## config.mk

```make
export PLATFORM = sky130hd
export DESIGN_NAME = boot_sequencer_flat
export DESIGN_NICKNAME = d
export VERILOG_FILES = /design/src/rtl/boot_sequencer_if.sv /design/src/rtl/boot_sequencer.sv /design/src/flat_wrapper.sv
export SDC_FILE = /design/constraint.sdc
export NUM_CORES = 1
export LEC_CHECK = 0
export CAP_MARGIN = 20
export CORE_MARGIN = 4
export CORE_UTILIZATION = 37
export DETAILED_ROUTE_END_ITERATION = 16
export PLACE_DENSITY_LB_ADDON = 0.08
export SLEW_MARGIN = 20
export SYNTH_ARGS = -nofsm -noshare
export SYNTH_HDL_FRONTEND = slang
export SYNTH_SLANG_ARGS = --single-unit
```

## constraint.sdc

```tcl
create_clock -name clk -period 1.7 [get_ports clk]
set_input_delay 0.34 -clock clk [delete_from_list [all_inputs] [get_ports clk]]
set_output_delay 0.34 -clock clk [all_outputs]
set_load 0.005 [all_outputs]
```

## src/rtl/boot_sequencer_if.sv

```systemverilog
// Register-bus write port used by the boot sequencer to program the SoC boot address.
// The sequencer is the master; the SoC control register block is the slave.
interface boot_sequencer_if;
  logic        reg_req;
  logic [31:0] reg_addr;
  logic [31:0] reg_wdata;
  logic        reg_ack;
  logic        reg_err;

  modport master (
    output reg_req,
    output reg_addr,
    output reg_wdata,
    input  reg_ack,
    input  reg_err
  );

  modport slave (
    input  reg_req,
    input  reg_addr,
    input  reg_wdata,
    output reg_ack,
    output reg_err
  );
endinterface

```

## src/rtl/boot_sequencer.sv

```systemverilog
// Boot sequencer: holds the core in reset, writes the boot address over the register bus,
// optionally waits for an external loader, then enables fetch and watches end-of-computation.
module boot_sequencer #(
  parameter int unsigned RST_CYCLES    = 16,
  parameter logic [31:0] BOOT_REG_ADDR = 32'h1A10_7008,
  parameter logic [31:0] BOOT_ADDR     = 32'h0000_0000,
  parameter int unsigned ACK_TIMEOUT   = 255,
  parameter int unsigned CNT_W         = 8
) (
  input  logic                     clk,
  input  logic                     rst,
  input  logic                     ext_load_i,
  input  logic                     load_done_i,
  input  logic                     eoc_i,
  input  logic                     abort_i,
  output logic                     core_rst_n_o,
  boot_sequencer_if.master         bus,
  output logic                     fetch_enable_o,
  output logic                     busy_o,
  output logic                     done_o,
  output logic                     error_o,
  output logic [2:0]               state_o
);

  typedef enum logic [2:0] {
    HOLD      = 3'd0,
    CFG       = 3'd1,
    WAIT_LOAD = 3'd2,
    RUN       = 3'd3,
    DONE      = 3'd4,
    ERROR     = 3'd5
  } state_e;

  localparam logic [CNT_W-1:0] RST_LAST = CNT_W'(RST_CYCLES - 1);
  localparam logic [CNT_W-1:0] ACK_LAST = CNT_W'(ACK_TIMEOUT - 1);

  state_e            state_q, state_d;
  logic [CNT_W-1:0]  cnt_q, cnt_d;
  logic              core_rst_n_q, core_rst_n_d;
  logic              req_q, req_d;
  logic [31:0]       addr_q, addr_d;
  logic [31:0]       wdata_q, wdata_d;
  logic              fetch_en_q, fetch_en_d;
  logic              busy_q, busy_d;
  logic              done_q, done_d;
  logic              error_q, error_d;

  // State and output registers with synchronous reset.
  always_ff @(posedge clk) begin
    if (rst) begin
      state_q      <= HOLD;
      cnt_q        <= '0;
      core_rst_n_q <= 1'b0;
      req_q        <= 1'b0;
      addr_q       <= 32'h0000_0000;
      wdata_q      <= 32'h0000_0000;
      fetch_en_q   <= 1'b0;
      busy_q       <= 1'b1;
      done_q       <= 1'b0;
      error_q      <= 1'b0;
    end else begin
      state_q      <= state_d;
      cnt_q        <= cnt_d;
      core_rst_n_q <= core_rst_n_d;
      req_q        <= req_d;
      addr_q       <= addr_d;
      wdata_q      <= wdata_d;
      fetch_en_q   <= fetch_en_d;
      busy_q       <= busy_d;
      done_q       <= done_d;
      error_q      <= error_d;
    end
  end

  // Next-state and next-output logic; abort overrides every other event.
  always_comb begin
    state_d      = state_q;
    cnt_d        = cnt_q;
    core_rst_n_d = core_rst_n_q;
    req_d        = req_q;
    addr_d       = addr_q;
    wdata_d      = wdata_q;
    fetch_en_d   = fetch_en_q;
    busy_d       = busy_q;
    done_d       = done_q;
    error_d      = error_q;

    if (abort_i) begin
      state_d      = HOLD;
      cnt_d        = '0;
      core_rst_n_d = 1'b0;
      req_d        = 1'b0;
      fetch_en_d   = 1'b0;
      busy_d       = 1'b1;
      done_d       = 1'b0;
      error_d      = 1'b0;
    end else begin
      case (state_q)
        HOLD: begin
          if (cnt_q == RST_LAST) begin
            state_d      = CFG;
            cnt_d        = '0;
            core_rst_n_d = 1'b1;
            req_d        = 1'b1;
            addr_d       = BOOT_REG_ADDR;
            wdata_d      = BOOT_ADDR;
          end else begin
            cnt_d        = cnt_q + CNT_W'(1);
            core_rst_n_d = 1'b0;
          end
        end
        CFG: begin
          // An ack arriving on the timeout cycle still completes the write.
          if (bus.reg_ack) begin
            req_d = 1'b0;
            cnt_d = '0;
            if (bus.reg_err) begin
              state_d = ERROR;
              error_d = 1'b1;
              busy_d  = 1'b0;
            end else if (ext_load_i) begin
              state_d = WAIT_LOAD;
            end else begin
              state_d    = RUN;
              fetch_en_d = 1'b1;
            end
          end else if (cnt_q == ACK_LAST) begin
            state_d = ERROR;
            req_d   = 1'b0;
            cnt_d   = '0;
            error_d = 1'b1;
            busy_d  = 1'b0;
          end else begin
            cnt_d = cnt_q + CNT_W'(1);
          end
        end
        WAIT_LOAD: begin
          if (load_done_i) begin
            state_d    = RUN;
            fetch_en_d = 1'b1;
          end else begin
            state_d = WAIT_LOAD;
          end
        end
        RUN: begin
          if (eoc_i) begin
            state_d = DONE;
            done_d  = 1'b1;
            busy_d  = 1'b0;
          end else begin
            state_d = RUN;
          end
        end
        DONE: begin
          state_d = DONE;
        end
        ERROR: begin
          state_d    = ERROR;
          fetch_en_d = 1'b0;
          busy_d     = 1'b0;
        end
        default: begin
          state_d = ERROR;
          error_d = 1'b1;
          busy_d  = 1'b0;
        end
      endcase
    end
  end

  assign core_rst_n_o   = core_rst_n_q;
  assign bus.reg_req    = req_q;
  assign bus.reg_addr   = addr_q;
  assign bus.reg_wdata  = wdata_q;
  assign fetch_enable_o = fetch_en_q;
  assign busy_o         = busy_q;
  assign done_o         = done_q;
  assign error_o        = error_q;
  assign state_o        = state_q;

endmodule
```

## src/flat_wrapper.sv

```systemverilog
// flat-port wrapper written by rule: the top's interface ports become plain ports
module boot_sequencer_flat 
#(
  parameter int unsigned RST_CYCLES    = 16,
  parameter logic [31:0] BOOT_REG_ADDR = 32'h1A10_7008,
  parameter logic [31:0] BOOT_ADDR     = 32'h0000_0000,
  parameter int unsigned ACK_TIMEOUT   = 255,
  parameter int unsigned CNT_W         = 8
)
  (clk, rst, ext_load_i, load_done_i, eoc_i, abort_i, core_rst_n_o, fetch_enable_o, busy_o, done_o, error_o, state_o, bus_reg_req, bus_reg_addr, bus_reg_wdata, bus_reg_ack, bus_reg_err);
  boot_sequencer_if bus_i ();
  input  logic clk;
  input  logic rst;
  input  logic ext_load_i;
  input  logic load_done_i;
  input  logic eoc_i;
  input  logic abort_i;
  output logic core_rst_n_o;
  output logic fetch_enable_o;
  output logic busy_o;
  output logic done_o;
  output logic error_o;
  output logic [2:0] state_o;
  output wire logic [$bits(bus_i.reg_req)-1:0] bus_reg_req;
  output wire logic [$bits(bus_i.reg_addr)-1:0] bus_reg_addr;
  output wire logic [$bits(bus_i.reg_wdata)-1:0] bus_reg_wdata;
  input wire logic [$bits(bus_i.reg_ack)-1:0] bus_reg_ack;
  input wire logic [$bits(bus_i.reg_err)-1:0] bus_reg_err;
  assign bus_reg_req = bus_i.reg_req;
  assign bus_reg_addr = bus_i.reg_addr;
  assign bus_reg_wdata = bus_i.reg_wdata;
  assign bus_i.reg_ack = bus_reg_ack;
  assign bus_i.reg_err = bus_reg_err;
  boot_sequencer #(.RST_CYCLES(RST_CYCLES), .BOOT_REG_ADDR(BOOT_REG_ADDR), .BOOT_ADDR(BOOT_ADDR), .ACK_TIMEOUT(ACK_TIMEOUT), .CNT_W(CNT_W)) u_core (.clk(clk), .rst(rst), .ext_load_i(ext_load_i), .load_done_i(load_done_i), .eoc_i(eoc_i), .abort_i(abort_i), .core_rst_n_o(core_rst_n_o), .bus(bus_i), .fetch_enable_o(fetch_enable_o), .busy_o(busy_o), .done_o(done_o), .error_o(error_o), .state_o(state_o));
endmodule
```

==> results.txt, run 1 <==
----------------------------------------------------
[Min path]
  Hold path depth ... 2
  Class of the tightest hold or removal check ... reg2reg

[Yosys]
  Post-Synthesis Cells ... around 160
  Most frequently used cell type in the post-synthesis netlist ... sky130_fd_sc_hd__buf_4
  Post-synthesis mux area share ... 0.008396
  Post-synthesis register bit count ... 18
  Top cell type's share of synthesized area ... 0.3526
  Synth warnings ... 0
  Compound-cell area share of the yosys netlist ... 0.1287
  Sequential fraction of the synthesis area ... 0.2687
  Netlist area before placement ... 1341 µm²
  Mean post-synth cell area ... approximately 8.3 µm²
  Simple logic cell fraction of the synthesized area ... 0.1549
  Top cells by count, synth ... sky130_fd_sc_hd__buf_4 (63), sky130_fd_sc_hd__dfxtp_1 (18), sky130_fd_sc_hd__nor2_1 (13)
  Most instantiated flip-flop cell in the synthesis netlist ... sky130_fd_sc_hd__dfxtp_1
  Unique masters post-synth ... 37
  Cell types with the largest area share after synthesis ... sky130_fd_sc_hd__buf_4 (35%), sky130_fd_sc_hd__dfxtp_1 (27%), sky130_fd_sc_hd__xor2_1 (3.9%)
  Area share of fa/ha/maj cells after synthesis ... 0.01866
  Number of enable-type register cells in the synthesized netlist ... 0
  Share of the synthesized netlist area taken by xor and xnor gates ... 0.04571
  Combinational family with the most area after synthesis ... buffers and inverters
  Post-synthesis async set-or-reset flop share ... 0
  Cell taking the most area after synthesis ... sky130_fd_sc_hd__buf_4

[Clocking]
  Number of buffers inserted during clock tree synthesis ... 3
  CTS tree ... yes
  Post-CTS clock slew at the launch and capture registers of the worst setup and hold paths ... about 0.11 ns
  # H-tree levels ... 1
  CTS Hold Buffers Added ... 0
  Bufs on Longest Clock Path ... 2
  Clock insertion delay at the later pin of the skew report ... just under 0.3 ns
  Clock Sink Count ... 18
  Master cell of the clock root buffer ... sky130_fd_sc_hd__clkbuf_4

[Placement]
  HPWL reported at the end of detailed placement ... about 2000 µm
  Buffers on Ports ... 24
  Pre-CTS setup slack ... -0.007775 ns
  Routability Congestion ... around 0.77
  Placed cell area ... around 1400 µm²

[Finish]
  Antenna Cells ... 0
  Share of cells above drive strength 1 ... 0.1223
  Number of nets in the layout ... 200
  Final standard cell utilization of the core ... 0.4319
  Number of fill cells in the layout ... 362
  Area growth syn-to-layout ... 9.981%
  Fin area ... between 1000 and 1500 µm²

[Floorplanning]
  DIE HEIGHT ... between 60 and 70 µm
  Area of the die ... ~4700 µm²
  Floorplan die width ... approximately 68 µm
  Core outline area ... roughly 3400 µm²
  Top-level I/O count ... between 80 and 90
  Initial core utilization ... 0.3927
  Number of placement rows ... 21

[Global route]
  Antenna violations before repair ... 0
  Largest net degree at the start of global routing ... 17
  Gr usage total ... 0.09857
  Number of global-route vias before repair ... around 800
  Leftover overflow at the end of global routing ... 0
  Global-route wire length before repair ... approximately 3600 µm

[STA]
  Crit path time final ... 1.631 ns
  Max transition margin ... 0.6310
  Unrepaired setup endpoints after global routing ... no
  Slew @ Worst Pin ... 0.5460 ns
  Worst Skew ... between 0.01 and 0.015 ns
  Hold Violations, Final ... 0
  Number of setup violations in the final report ... 0
  Max Freq ... around 610 MHz
  Post-route fraction of the period consumed by the critical path ... 0.9596
  Final worst slack ... ~0.07 ns
  Count of pins over their slew limit ... 0

[Setup path]
  Crit-path max cell delay ... around 0.51 ns
  Crit path from ... u_core.state_o[2]$_SDFFE_PP0P_
  Worst setup path endpoint ... state_o[2]
  Cell family contributing the most delay on the critical path ... buffers and inverters
  WP depth ... 2
  Critical Path Source Type ... flip-flop
  Critical Path AT ... roughly 1.3 ns
  Number of buffers and inverters on the critical path ... 2
  Startpoint-to-endpoint class of the critical path ... reg2out
  Launch instance of the worst register-to-register path ... u_core.cnt_q[0]$_SDFFE_PP0P_
  Crit path capture type ... primary output
  Slowest cell on the critical path ... sky130_fd_sc_hd__clkdlybuf4s50_1
  Largest fanout on the critical path ... 12
  Register-to-register path setup slack ... ~0.14 ns
  Cell breakdown of the critical path ... buf_6 > clkdlybuf4s50_1
  Number of cell instances on the worst register-to-register path ... 7
  Worst r2r dst ... u_core.bus.reg_req$_SDFFE_PP0P_
  Required time at the endpoint of the critical path ... roughly 1.4 ns

[Power]
  Power per cell area ... between 400 and 500 nW/µm²
  Worst vdd ir ... just over 200 µV
  Final Total Pwr ... between 700 and 800 µW
  Lkg Pwr ... between 0.6 and 0.7 nW

[Route]
  First-pass iteration count of the detailed router ... 4
  Routed wire length ... approximately 2500 µm
  Routed Antenna Nets ... 0
  Vias after detailed routing ... ~950
  DRC errors left ... 0
  Iteration-0 DRC Markers ... 42
  Routed wire per std cell ... around 11 µm
  Vias per cell ... slightly above 4

[Outcome]
  Result of the run ... complete, no violations

[Flow run]
  Maximum Capacitance Violations ... 0

----------------------------------------------------
==> stage by stage <==
step	instances	TNS (ns)	hold slack, ns
floorplan	217	0	0.4421
global placement	230	0	0.4438
detailed placement	230	-0.007775	0.4470
CTS	233	0	0.4606
global route	234	0	0.4852
finish	234	0	0.4533
==> sequential cells by signal (all words and copies together) (netlist names) <==
register               flops
u_core.cnt_q               8
u_core.state_o             3
u_core.bus.reg_addr        1
u_core.bus.reg_req         1
u_core.busy_o              1
u_core.core_rst_n_o        1
u_core.done_o              1
u_core.error_o             1
u_core.fetch_enable_o      1
==> metal layers <==
layer	vias to the layer above	GRT usage	part of all wire
met1	422	0.1318	0.40
li1	477	-	-
met5	-	0	0
met3	0	0.02627	0.10
met2	46	0.1576	0.49
met4	0	0.02233	0
==> final cells by class <==
cell class / count / area (µm²) / area share
multi-input combinational: 129 / 688.2 / 0.4665
tap: 46 / 57.56 / 0.03902
timing repair buffer: 34 / 326.6 / 0.2214
clock buffer: 3 / 22.52 / 0.01527
inverter: 4 / 15.01 / 0.01018
sequential: 18 / 365.4 / 0.2477
==> cells by family after synthesis <==
| logic type | count (synthesis) |
|---|---|
| buffers and inverters | 70 |
| and+or+nand+nor | 40 |
| AOI/OAI and AO/OA | 23 |
| DFF | 18 |
| xor gates and xnor gates | 7 |
| adders and majority gates | 2 |
| other | 1 |
| muxes | 1 |
==> worst min-delay path: stages (launching register included) <==
cell and delay (ns):
sky130_fd_sc_hd__dfxtp_1 0.32, sky130_fd_sc_hd__inv_1 0.04, sky130_fd_sc_hd__a21oi_1 0.05
==> cells in the final DEF, fill, tap and decap left out, types with 2 or more instances in the layout <==
cell type and count:
sky130_fd_sc_hd__dfxtp_2 4, sky130_fd_sc_hd__nand2b_1 2, sky130_fd_sc_hd__xor2_1 6, sky130_fd_sc_hd__and3_1 2, sky130_fd_sc_hd__clkdlybuf4s50_1 24, sky130_fd_sc_hd__dfxtp_1 14, sky130_fd_sc_hd__ha_1 2, sky130_fd_sc_hd__nand2_1 7
sky130_fd_sc_hd__buf_4 7, sky130_fd_sc_hd__nand3_1 3, sky130_fd_sc_hd__o21ai_0 5, sky130_fd_sc_hd__inv_1 4, sky130_fd_sc_hd__clkbuf_4 3, sky130_fd_sc_hd__nor2_1 13, sky130_fd_sc_hd__a311oi_1 2, sky130_fd_sc_hd__nor4_1 2
sky130_fd_sc_hd__conb_1 56, sky130_fd_sc_hd__nand4_1 2, sky130_fd_sc_hd__buf_6 3, sky130_fd_sc_hd__a21oi_1 7
==> where the power goes <==
| group | switching, mW | total [mW] | leakage [nW] | internal [mW] |
|---|---|---|---|---|
| Clock | 0.126 | 0.208 | 0.0138 | 0.0822 |
| Combinational | 0.0514 | 0.0802 | 0.469 | 0.0288 |
| Sequential | 0.00262 | 0.427 | 0.147 | 0.424 |
==> how the worst min path moves through the flow <==
stage / start / endpoint / slack (ns)
floorplan: u_core.bus.reg_req$_SDFFE_PP0P_ / u_core.bus.reg_req$_SDFFE_PP0P_ / 0.44
global placement: u_core.bus.reg_req$_SDFFE_PP0P_ / u_core.bus.reg_req$_SDFFE_PP0P_ / 0.44
detailed placement: u_core.bus.reg_req$_SDFFE_PP0P_ / u_core.bus.reg_req$_SDFFE_PP0P_ / 0.45
CTS: u_core.bus.reg_req$_SDFFE_PP0P_ / u_core.bus.reg_req$_SDFFE_PP0P_ / 0.46
global route: u_core.bus.reg_req$_SDFFE_PP0P_ / u_core.bus.reg_req$_SDFFE_PP0P_ / 0.49
finish: u_core.bus.reg_req$_SDFFE_PP0P_ / u_core.bus.reg_req$_SDFFE_PP0P_ / 0.45
==> what timing repair did <==
item	in CTS	in global routing
setup buffers	0	1
resized for setup	1	6
pin swaps	0	0
endpoints found under the setup margin	1	13
Note: power is estimated with default switching activity, not from simulation.
==> run 2: changes to the inputs <==
SLEW_MARGIN = not set   (was 20)
==> results of run 2 <==
The final DEF is identical to that of run 1; final timing and power are the same.
